==> src/rtl/fsk_pkg.sv <==
// ----------------------------------------------------------------------------
// fsk_pkg
// Shared definitions for the FSK receiver chain.
//   state_t     : period-meter FSM encoding (IDLE, ACQ, TRACK)
//   CNT_W       : width of the half-period interval counter
//   ASTAVEL_OFS : astavel spends C+ASTAVEL_OFS cycles per half-period, so the
//                 published word is the measured average minus this offset
// ----------------------------------------------------------------------------
package fsk_pkg;

    typedef enum logic [1:0] {
        IDLE  = 2'd0,
        ACQ   = 2'd1,
        TRACK = 2'd2
    } state_t;

    localparam int CNT_W       = 21;
    localparam int ASTAVEL_OFS = 2;

endpackage : fsk_pkg

==> src/rtl/sync_edge.sv <==
// ----------------------------------------------------------------------------
// sync_edge
// Two-flop synchronizer for an asynchronous pin, followed by a both-edge
// detector (rising and falling transitions both produce a pulse).
//   clk    : system clock
//   rst_n  : asynchronous active-low reset (synchronizer flops clear to 0)
//   d      : asynchronous input pin
//   d_edge : one-cycle pulse when the synchronized level changes
//            ('edge' itself is a reserved word, hence the name)
// A pin transition captured at clock k raises d_edge during the cycle after
// clock k+1, so it is acted upon at clock k+2.
// ----------------------------------------------------------------------------
module sync_edge (
    input  logic clk,
    input  logic rst_n,
    input  logic d,
    output logic d_edge
);

    logic r_s1;
    logic r_s2;
    logic r_prev;

    // NOTE: clocked state is always assigned with <= so every flop samples the
    // pre-edge value of its neighbour; with = the chain would collapse.
    always_ff @(posedge clk or negedge rst_n) begin
        if (!rst_n) begin
            r_s1   <= 1'b0;
            r_s2   <= 1'b0;
            r_prev <= 1'b0;
        end else begin
            r_s1   <= d;
            r_s2   <= r_s1;
            r_prev <= r_s2;
        end
    end

    assign d_edge = r_s2 ^ r_prev;

endmodule : sync_edge

==> src/rtl/fsk_period_meter.sv <==
// ----------------------------------------------------------------------------
// fsk_period_meter
// Measures the half-period of the squared FSK line signal, averages AVG_N
// accepted intervals and publishes the astavel half-period word plus a
// mark/space decision.
//   clk     : system clock
//   rst_n   : asynchronous active-low reset
//   sig_in  : asynchronous comparator output (FSK square wave)
//   C       : half-period word for astavel, average minus 2, zero-extended
//   c_valid : one-cycle pulse when C / bit_out update
//   bit_out : 1 (mark) when average < THRESH, else 0 (space)
//   locked  : high once a full average has been published since the last
//             timeout or reset
// ----------------------------------------------------------------------------
module fsk_period_meter
    import fsk_pkg::*;
#(
    parameter int AVG_LOG2 = 2,
    parameter int MIN_HALF = 8,
    parameter int MAX_HALF = 1048576,
    parameter int THRESH   = 1000
) (
    input  logic        clk,
    input  logic        rst_n,
    input  logic        sig_in,
    output logic [31:0] C,
    output logic        c_valid,
    output logic        bit_out,
    output logic        locked
);

    localparam int AVG_N = 1 << AVG_LOG2;
    localparam int SUM_W = CNT_W + AVG_LOG2;
    localparam int N_W   = AVG_LOG2 + 1;

    localparam logic [CNT_W-1:0] CNT_MAX = CNT_W'(MAX_HALF);
    localparam logic [CNT_W-1:0] CNT_MIN = CNT_W'(MIN_HALF);
    localparam logic [CNT_W-1:0] CNT_THR = CNT_W'(THRESH);
    localparam logic [CNT_W-1:0] CNT_OFS = CNT_W'(ASTAVEL_OFS);
    localparam logic [N_W-1:0]   N_LAST  = N_W'(AVG_N - 1);

    // ---------------- registers ----------------
    state_t             r_state;
    logic [CNT_W-1:0]   r_cnt;
    logic [SUM_W-1:0]   r_sum;
    logic [N_W-1:0]     r_n;
    logic [31:0]        r_c;
    logic               r_c_valid;
    logic               r_bit;
    logic               r_locked;

    // ---------------- combinational ----------------
    logic               w_edge;
    logic               w_timeout;
    logic               w_accept;
    logic [SUM_W-1:0]   w_acc;
    logic [CNT_W-1:0]   w_avg;
    state_t             w_state_next;
    logic [SUM_W-1:0]   w_sum_next;
    logic [N_W-1:0]     w_n_next;
    logic               w_publish;

    sync_edge u_sync_edge (
        .clk    (clk),
        .rst_n  (rst_n),
        .d      (sig_in),
        .d_edge (w_edge)
    );

    // The counter sits saturated at MAX_HALF while IDLE, so the timeout only
    // matters while a measurement is in progress; otherwise IDLE could never
    // accept its first edge. A timeout beats a coincident edge.
    assign w_timeout = (r_state != IDLE) && (r_cnt == CNT_MAX);
    assign w_accept  = w_edge && (r_cnt >= CNT_MIN) && !w_timeout;

    // Sum including the interval ending now; the average is taken from it
    // directly so the publish cycle sees all AVG_N intervals.
    assign w_acc = r_sum + SUM_W'(r_cnt);
    assign w_avg = CNT_W'(w_acc >> AVG_LOG2);

    // ---------------- interval counter ----------------
    always_ff @(posedge clk or negedge rst_n) begin
        if (!rst_n) begin
            r_cnt <= '0;
        end else if (w_accept) begin
            r_cnt <= CNT_W'(1);
        end else if (r_cnt != CNT_MAX) begin
            r_cnt <= r_cnt + CNT_W'(1);
        end
    end

    // ---------------- FSM: state register ----------------
    always_ff @(posedge clk or negedge rst_n) begin
        if (!rst_n) begin
            r_state <= IDLE;
            r_sum   <= '0;
            r_n     <= '0;
        end else begin
            r_state <= w_state_next;
            r_sum   <= w_sum_next;
            r_n     <= w_n_next;
        end
    end

    // ---------------- FSM: next state / accumulation ----------------
    // NOTE: every output of this block gets a default first, so no path can
    // leave a variable unassigned and infer a latch.
    always_comb begin
        w_state_next = r_state;
        w_sum_next   = r_sum;
        w_n_next     = r_n;
        w_publish    = 1'b0;
        case (r_state)
            IDLE: begin
                // First edge only establishes the reference point.
                if (w_accept) begin
                    w_state_next = ACQ;
                    w_sum_next   = '0;
                    w_n_next     = '0;
                end
            end
            ACQ, TRACK: begin
                if (w_timeout) begin
                    w_state_next = IDLE;
                    w_sum_next   = '0;
                    w_n_next     = '0;
                end else if (w_accept) begin
                    if (r_n == N_LAST) begin
                        w_publish    = 1'b1;
                        w_state_next = TRACK;
                        w_sum_next   = '0;
                        w_n_next     = '0;
                    end else begin
                        w_sum_next = w_acc;
                        w_n_next   = r_n + N_W'(1);
                    end
                end
            end
            default: begin
                w_state_next = IDLE;
                w_sum_next   = '0;
                w_n_next     = '0;
            end
        endcase
    end

    // ---------------- output registers ----------------
    // C and bit_out hold through a timeout; only locked drops.
    always_ff @(posedge clk or negedge rst_n) begin
        if (!rst_n) begin
            r_c       <= '0;
            r_c_valid <= 1'b0;
            r_bit     <= 1'b0;
            r_locked  <= 1'b0;
        end else begin
            r_c_valid <= w_publish;
            if (w_publish) begin
                r_c      <= 32'(w_avg - CNT_OFS);
                r_bit    <= (w_avg < CNT_THR);
                r_locked <= 1'b1;
            end else if (w_timeout) begin
                r_locked <= 1'b0;
            end
        end
    end

    assign C       = r_c;
    assign c_valid = r_c_valid;
    assign bit_out = r_bit;
    assign locked  = r_locked;

endmodule : fsk_period_meter
==> config.mk <==
export PLATFORM = sky130hd
export DESIGN_NAME = fsk_period_meter
export DESIGN_NICKNAME = d
export VERILOG_FILES = /design/src/rtl/fsk_pkg.sv /design/src/rtl/sync_edge.sv /design/src/rtl/fsk_period_meter.sv
export SDC_FILE = /design/constraint.sdc
export NUM_CORES = 1
export LEC_CHECK = 0
export ABC_AREA = 0
export CORE_MARGIN = 3
export CORE_UTILIZATION = 40
export DETAILED_ROUTE_END_ITERATION = 8
export GPL_TIMING_DRIVEN = 0
export PLACE_DENSITY_LB_ADDON = 0.2
export SYNTH_ARGS = -nofsm -noshare
export SYNTH_HDL_FRONTEND = slang
export SYNTH_SLANG_ARGS = --single-unit
==> constraint.sdc <==
create_clock -name clk -period 5.5 [get_ports clk]
set_clock_uncertainty 0.1 [all_clocks]
set_input_delay 1.1 -clock clk [delete_from_list [all_inputs] [get_ports clk]]
set_output_delay 1.1 -clock clk [all_outputs]
set_load 0.05 [all_outputs]
==> metrics, run 1 <==
FF/Latch Area=1930 sq um; CP Max Fanout=6; type of origin of the critical path=flop; area of the core=11800 sq um; PD cells=458 nW/um^2; Final Hold Vio Count=0; Synth Instances=544; Yosys cell types=73; Synth area leader=dfrtp_1; nets@finish=625; Overflow after GRT=0; ANT cells=0; area occupied by multi-input gates=2780 sq um; GRT Util Overall=19.1%; chip width=117 um; slack of the worst reg-to-reg path=approximately 1.5 ns; Yosys reg bits=77; global-route wire length before repair=20400 um; Max IR drop VDD=0.330 mV; worst hold stages=0; Area growth syn-to-layout=18.6%; Mapped Avg Cell Area=9.07 sq um; CTS tree=done; Port Buffer Count=37; CTS H-tree depth=3; Hold Crit Class=flop to flop; Max Slew Vio Count=0; most frequent cells in the layout=77 x dfrtp_1, 56 x nand2_1, 55 x nor2_1; ys flop type=dfrtp_1; post-route minimum period=4.05 ns; Syn Nets=roughly 580; final non-filler cell total=762; die area=13700 sq um; DRT Pass-1 Iters=4; Critical Path Source=r_cnt[0]$_DFFE_PN0P_; total negative slack=0 ns; share of cells above drive strength 1=between 8 and 9%; # Post-CTS Setup Buffers=0; crit-path max cell delay=0.59 ns; total CTS buffers=9; initial antenna violation count=0; Synth area leaders=dfrtp_1 39%, ha_1 7.1%, xnor2_1 4.6%; Met3 Routed Length=around 420 um; largest net degree at the start of global routing=60; routed length on met1=roughly 5800 um; r2r worst-path depth=12; met2 routed WL=5860 um; crit share post-route=approximately 74%; buffers plus inverters on the worst setup path=1; maxcap violations=0; crit path DAT=4.15 ns; Worst Tran Pin Value=around 0.84 ns; DR vias=between 4000 and 5000; # IOs=38; Worst setup EP type=flop; Clock Sinks=77; synthesized cell area=between 4000 and 5000 sq um; worst path required time=5.61 ns; LEAKAGE=2.69 nW; vias in the first global route=~4000; top routing layer in use=met4; vias per cell=5.52; status=complete, no violations; cts repair resizes=0; startpoint of the worst hold path=u_sync_edge.r_s1$_DFF_PN0_; Hold Buf Count CTS=0; drt total wl=12300 um; WL/cell=16.1 um; Routed Antenna Nets=0; synth warn=0; Max Fclk=247 MHz; row count=39; worst-skew pair later-pin latency=0.34 ns; most used cell, CP=xor2_1; Post-DP HPWL=9370 um; Post-synth ARST share=between 90% and 100%; share of the yosys chip area belonging to registers=39.0%; worst setup path class=flop to flop; Final Core Density=49.8%; Crit path max-delay family=compound AO/OA/AOI/OAI gates; RR Startpoint=r_cnt[0]$_DFFE_PN0P_; Post-synth EDFFs=0; CTS max path bufs=2; RSZ-0062 raised after global routing=false; Rel. slew slack=43.8%; Detailed Route Iter0 Violations=approximately 230; Initial Util=a little over two fifths; critical path's slowest cell=or4_4; cells along the critical path=ha_1, fa_1, a211oi_2, o211ai_1, a21oi_1, xor2_1, o2111ai_1, or4_4, buf_6, nor3b_2, xor2_1, o21ai_1; commonest non-fill, non-tap cell in the layout=dfrtp_1; # setup viols final=0; Root Buffer=clkbuf_16; Worst Hold End=u_sync_edge.r_s2$_DFF_PN0_; GP Congestion=between 0.8 and 0.9; Worst-path clk slew=0.06 ns; RR Endpoint=C[17]$_DFFE_PN0P_; # fillers=between 1000 and 1500; DIE HEIGHT=between 100 and 150 um; post-placement cell count=approximately 750; post-synth top area share=39.0%; DRC Markers=0
## metrics by stage
stage                     total power, mW  hold WS (ns)  setup slack, ns  instance area (sq um)
after detailed placement             2.06         0.241             1.48                   5540
after floorplan                      1.74         0.231             2.00                   4940
after global routing                 2.88         0.278             1.26                   5850
after CTS                            2.71         0.255             1.47                   5850
after global placement               2.03         0.235            0.478                   5510
final                                2.68         0.252             1.45                   5850
## cells by family (layout without fill, tap and decap cells)
| kind of cell | after synthesis | in the layout | synth area share, % |
|---|---|---|---|
| fa+ha+maj | 29 | 29 | 7.50 |
| buf+inv | 46 | 100 | 4.59 |
| xor+xnor | 52 | 52 | 9.23 |
| compound gates | 139 | 139 | 19.2 |
| flops | 77 | 77 | 39.0 |
| mux | 2 | 2 | 0.456 |
| simple gates | 199 | 199 | 19.9 |
## state kept, by name (all words and copies together), names as in the netlist
name and flops:
C 22, r_sum 23, u_sync_edge.r_prev 1, r_n 3, u_sync_edge.r_s2 1, u_sync_edge.r_s1 1, bit_out 1, r_state 2
locked 1, r_cnt 21, c_valid 1
## worst reg2reg max path, delay by kind of cell (launching register included)
family | cells | cell delay (ns)
adder cells (fa/ha/maj) | 2 | 0.70
AO/OA/AOI/OAI | 5 | 1.20
buffers and inverters | 1 | 0.15
AND/OR/NAND/NOR | 2 | 0.76
flip-flops | 1 | 0.45
XOR/XNOR | 2 | 0.56
## routing by layer
metal / vias up / global-route usage, %
met1: 2066 / 26.0
met5: - / 0
met4: 0 / 5.66
li1: 2048 / -
met2: 74 / 30.8
met3: 19 / 3.91
## Yosys cell counts (all sizes together), types with 2 or more instances
cell / count
a21oi: 31
nor3b: 4
clkbuf: 17
a22o: 16
dfrtp: 77
o22ai: 3
nor4: 10
and3: 7
o21a: 7
ha: 28
nand2: 56
nor2b: 6
and2: 4
o41ai: 4
or2: 3
nor3: 16
nor2: 56
a211oi: 4
a311oi: 3
nand4: 9
a21o: 7
or3: 2
nand2b: 2
xnor2: 26
a221o: 2
mux2: 2
o211ai: 5
or4b: 2
xor2: 26
o21ai: 38
buf: 15
a211o: 2
inv: 13
a31o: 3
nand3: 16
## layout make-up
type                       count  area share, %
clock buffer                  10           3.91
multi-input combinational    421           47.5
sequential                    77           32.9
buffer                        32           2.97
tap                          164           3.51
clock inverter                 6           1.50
timing repair buffer          38           6.76
inverter                      14          0.898
## how the worst max path moves through the flow
stage / depth (start not counted) / to / slack, ns
after detailed placement: 12 / C[17]$_DFFE_PN0P_ / 1.48
after global placement: 1 / C[1]$_DFFE_PN0P_ / 0.48
after floorplan: 12 / C[17]$_DFFE_PN0P_ / 2.00
final: 12 / C[17]$_DFFE_PN0P_ / 1.45
after CTS: 12 / C[17]$_DFFE_PN0P_ / 1.47
after global routing: 12 / C[19]$_DFFE_PN0P_ / 1.26
## power by group
group | internal [mW] | switching (mW) | leakage [nW]
Sequential | 0.647 | 0.0782 | 1.06
Combinational | 0.547 | 0.774 | 1.48
Clock | 0.397 | 0.238 | 0.156
Total | 1.59 | 1.09 | 2.69
(Power assumes the default switching activity.)
==> inputs of run 2 (changes only) <==
==> constraint.sdc (replaced) <==
create_clock -name clk -period 3.9 [get_ports clk]
set_clock_uncertainty 0.1 [all_clocks]
set_input_delay 0.78 -clock clk [delete_from_list [all_inputs] [get_ports clk]]
set_output_delay 0.78 -clock clk [all_outputs]
set_load 0.05 [all_outputs]
==> run 2 against run 1 <==
Net effect: register-to-register slack got worse by 1.3 ns; via count down 1.1%; worst setup slack worse by 1.3 ns; non-clock buffer count grew 2; largest power group unchanged; final cell count grew 0.26%.
==> metrics, run 2 (same netlist as run 1, synthesis figures left out) <==
Critical Path Source=r_cnt[4]$_DFFE_PN0P_ (was r_cnt[0]$_DFFE_PN0P_); Port Buffer Count=37 (unchanged); Area growth syn-to-layout=20.4% (was 18.6%); DR vias=4161 (was 4207); Worst Tran Pin Value=0.876 ns (was 0.836 ns); RR Startpoint=r_cnt[4]$_DFFE_PN0P_ (was r_cnt[0]$_DFFE_PN0P_); RSZ-0062 raised after global routing=false (unchanged); Max IR drop VDD=0.470 mV (was 0.330 mV); M1 GR Usage=26.0% (about the same); Final Core Density=50.5% (was 49.8%); Max Slew Vio Count=0 (unchanged); area of the core=11800 sq um (unchanged); worst-skew pair later-pin latency=0.34 ns (about the same); post-placement cell count=746 (unchanged); max reg flops=23 (unchanged); chip width=117 um (unchanged); largest net degree at the start of global routing=60 (unchanged); Initial Util=42.0% (unchanged); Placement Setup Slack=-0.124 ns (was 1.48 ns); Rel. slew slack=41.2% (was 43.8%); worst path required time=4.01 ns (was 5.61 ns); Overflow after GRT=0 (unchanged); total negative slack=0 ns (unchanged); # IOs=38 (unchanged); Hold Buf Count CTS=0 (unchanged); Root Buffer=clkbuf_16 (unchanged); vias per cell=5.45 (was 5.52); CTS max path bufs=2 (unchanged); commonest non-fill, non-tap cell in the layout=dfrtp_1 (unchanged); worst setup path class=flop to flop (unchanged); GP Congestion=0.877 (unchanged); nets@finish=627 (was 625); DRT Pass-1 Iters=5 (was 4); drt total wl=12300 um (about the same); CTS tree=done (unchanged); # fillers=1113 (was 1118); share of cells above drive strength 1=10.7% (was 8.19%); crit path DAT=3.86 ns (was 4.15 ns); status=complete, no violations (unchanged); Detailed Route Iter0 Violations=178 (was 227); Post-DP HPWL=9370 um (unchanged); maxcap violations=0 (unchanged); Hold Crit Class=primary input to asynchronous set/reset pin (was flop to flop); PD cells=643 nW/um^2 (was 458 nW/um^2); CTS H-tree depth=3 (unchanged); Worst-path clk slew=0.06 ns (about the same); GRT Util Overall=19.1% (about the same); final non-filler cell total=764 (was 762); row count=39 (unchanged); WL/cell=16.1 um (about the same); DIE HEIGHT=117 um (unchanged); # setup viols final=0 (unchanged); vias in the first global route=4036 (was 4031); largest register by flop count=r_sum (unchanged); M2 GR Usage=30.8% (about the same); Routed Antenna Nets=0 (unchanged); Clock Sinks=77 (unchanged); type of origin of the critical path=flop (unchanged); Final Hold Vio Count=0 (unchanged); crit share post-route=96.2% (was 73.5%); global-route wire length before repair=20500 um (was 20400 um); post-route minimum period=3.75 ns (was 4.05 ns); gr busiest metal=met2 (unchanged); DRC Markers=0 (unchanged); routing usage on met3=3.91% (unchanged); ANT cells=0 (unchanged); total CTS buffers=9 (unchanged); Max Fclk=267 MHz (was 247 MHz); CP Max Fanout=10 (was 6); initial antenna violation count=0 (unchanged); most frequent cells in the layout=75 x dfrtp_1, 56 x nand2_1, 55 x nor2_1 (was 77 x dfrtp_1, 56 x nand2_1, 55 x nor2_1); Tot Pwr=3.82 mW (was 2.68 mW); Worst setup EP type=flop (unchanged); Setup WS post-layout=0.149 ns (was 1.45 ns); die area=13700 sq um (unchanged); LEAKAGE=2.72 nW (was 2.69 nW); area occupied by multi-input gates=2850 sq um (was 2780 sq um); FF/Latch Area=1930 sq um (about the same)
run 2: cell types whose count changed in the layout (fill, tap and decap cells not counted), moves of 2 or more:
cell / delta
dfrtp_1: -2
clkbuf_1: -2
nor4_2: +2
buf_4: +4
dfrtp_2: +2
nor4_1: -3
run 2: through the flow:
| step | hold WS, ns | cell area, sq um |
|---|---|---|
| floorplan | 0.231 | 4940 |
| global placement | 0.235 | 5510 |
| detailed placement | 0.241 | 5540 |
| CTS | 0.217 | 5880 |
| global route | 0.225 | 5940 |
| finish | 0.220 | 5940 |
run 2: metal layers:
metal  wire length (um)  up-vias
li1                   -     2049
met1               5740     2036
met2               5960       57
met3                386       19
met4                227        0
met5                  0        -
run 2: worst paths after layout:
kind / to / slack, ns / depth (start not counted)
worst min-delay path: r_cnt[10]$_DFFE_PN0P_ / 0.22 / 1
worst max-delay path: C[17]$_DFFE_PN0P_ / 0.15 / 12
worst max register to register: C[17]$_DFFE_PN0P_ / 0.15 / 12
max in group asynchronous: r_sum[21]$_DFFE_PN0P_ / 2.91 / 2
min in group clk: u_sync_edge.r_s2$_DFF_PN0_ / 0.25 / 0
worst min register to register: u_sync_edge.r_s2$_DFF_PN0_ / 0.25 / 0
run 2: what timing repair did:
item,CTS,global route
buffers inserted,0,4
endpoints found under the setup margin,3,26
pin swaps,0,2
gates resized for setup,4,10
run 2: area by class of cell:
class | count | share of cell area, %
buffer | 30 | 2.80
inverter | 14 | 0.885
tap | 164 | 3.45
timing repair buffer | 42 | 7.16
sequential | 77 | 32.5
clock buffer | 10 | 3.85
clock inverter | 6 | 1.47
multi-input combinational | 421 | 47.9
run 2: worst max-delay path: stages (launching register included):
cell and delay, ns:
dfrtp_2 0.46, ha_1 0.32, buf_6 0.14, and2_4 0.16, a311o_1 0.40, nor2_4 0.16
a311oi_2 0.18, or4b_4 0.62, or4_4 0.49, buf_6 0.15, nor3b_2 0.17, xor2_1 0.18
o21ai_1 0.08
run 2: report_power, final:
part	internal, mW	switching, mW	total (mW)
combinational	0.789	1.11	1.90
clock	0.560	0.336	0.896
sequential	0.915	0.111	1.03
total	2.26	1.55	3.82
==> inputs of run 3 (changes only) <==
--- a/config.mk
+++ b/config.mk
@@ -8,6 +8,7 @@
 export ABC_AREA = 0
 export CORE_MARGIN = 3
 export CORE_UTILIZATION = 40
+export CTS_CLUSTER_DIAMETER = 40
 export DETAILED_ROUTE_END_ITERATION = 8
 export GPL_TIMING_DRIVEN = 0
 export PLACE_DENSITY_LB_ADDON = 0.2
==> results of run 3 <==
Same layout as run 2: the final DEF is identical, and so are final timing and power.
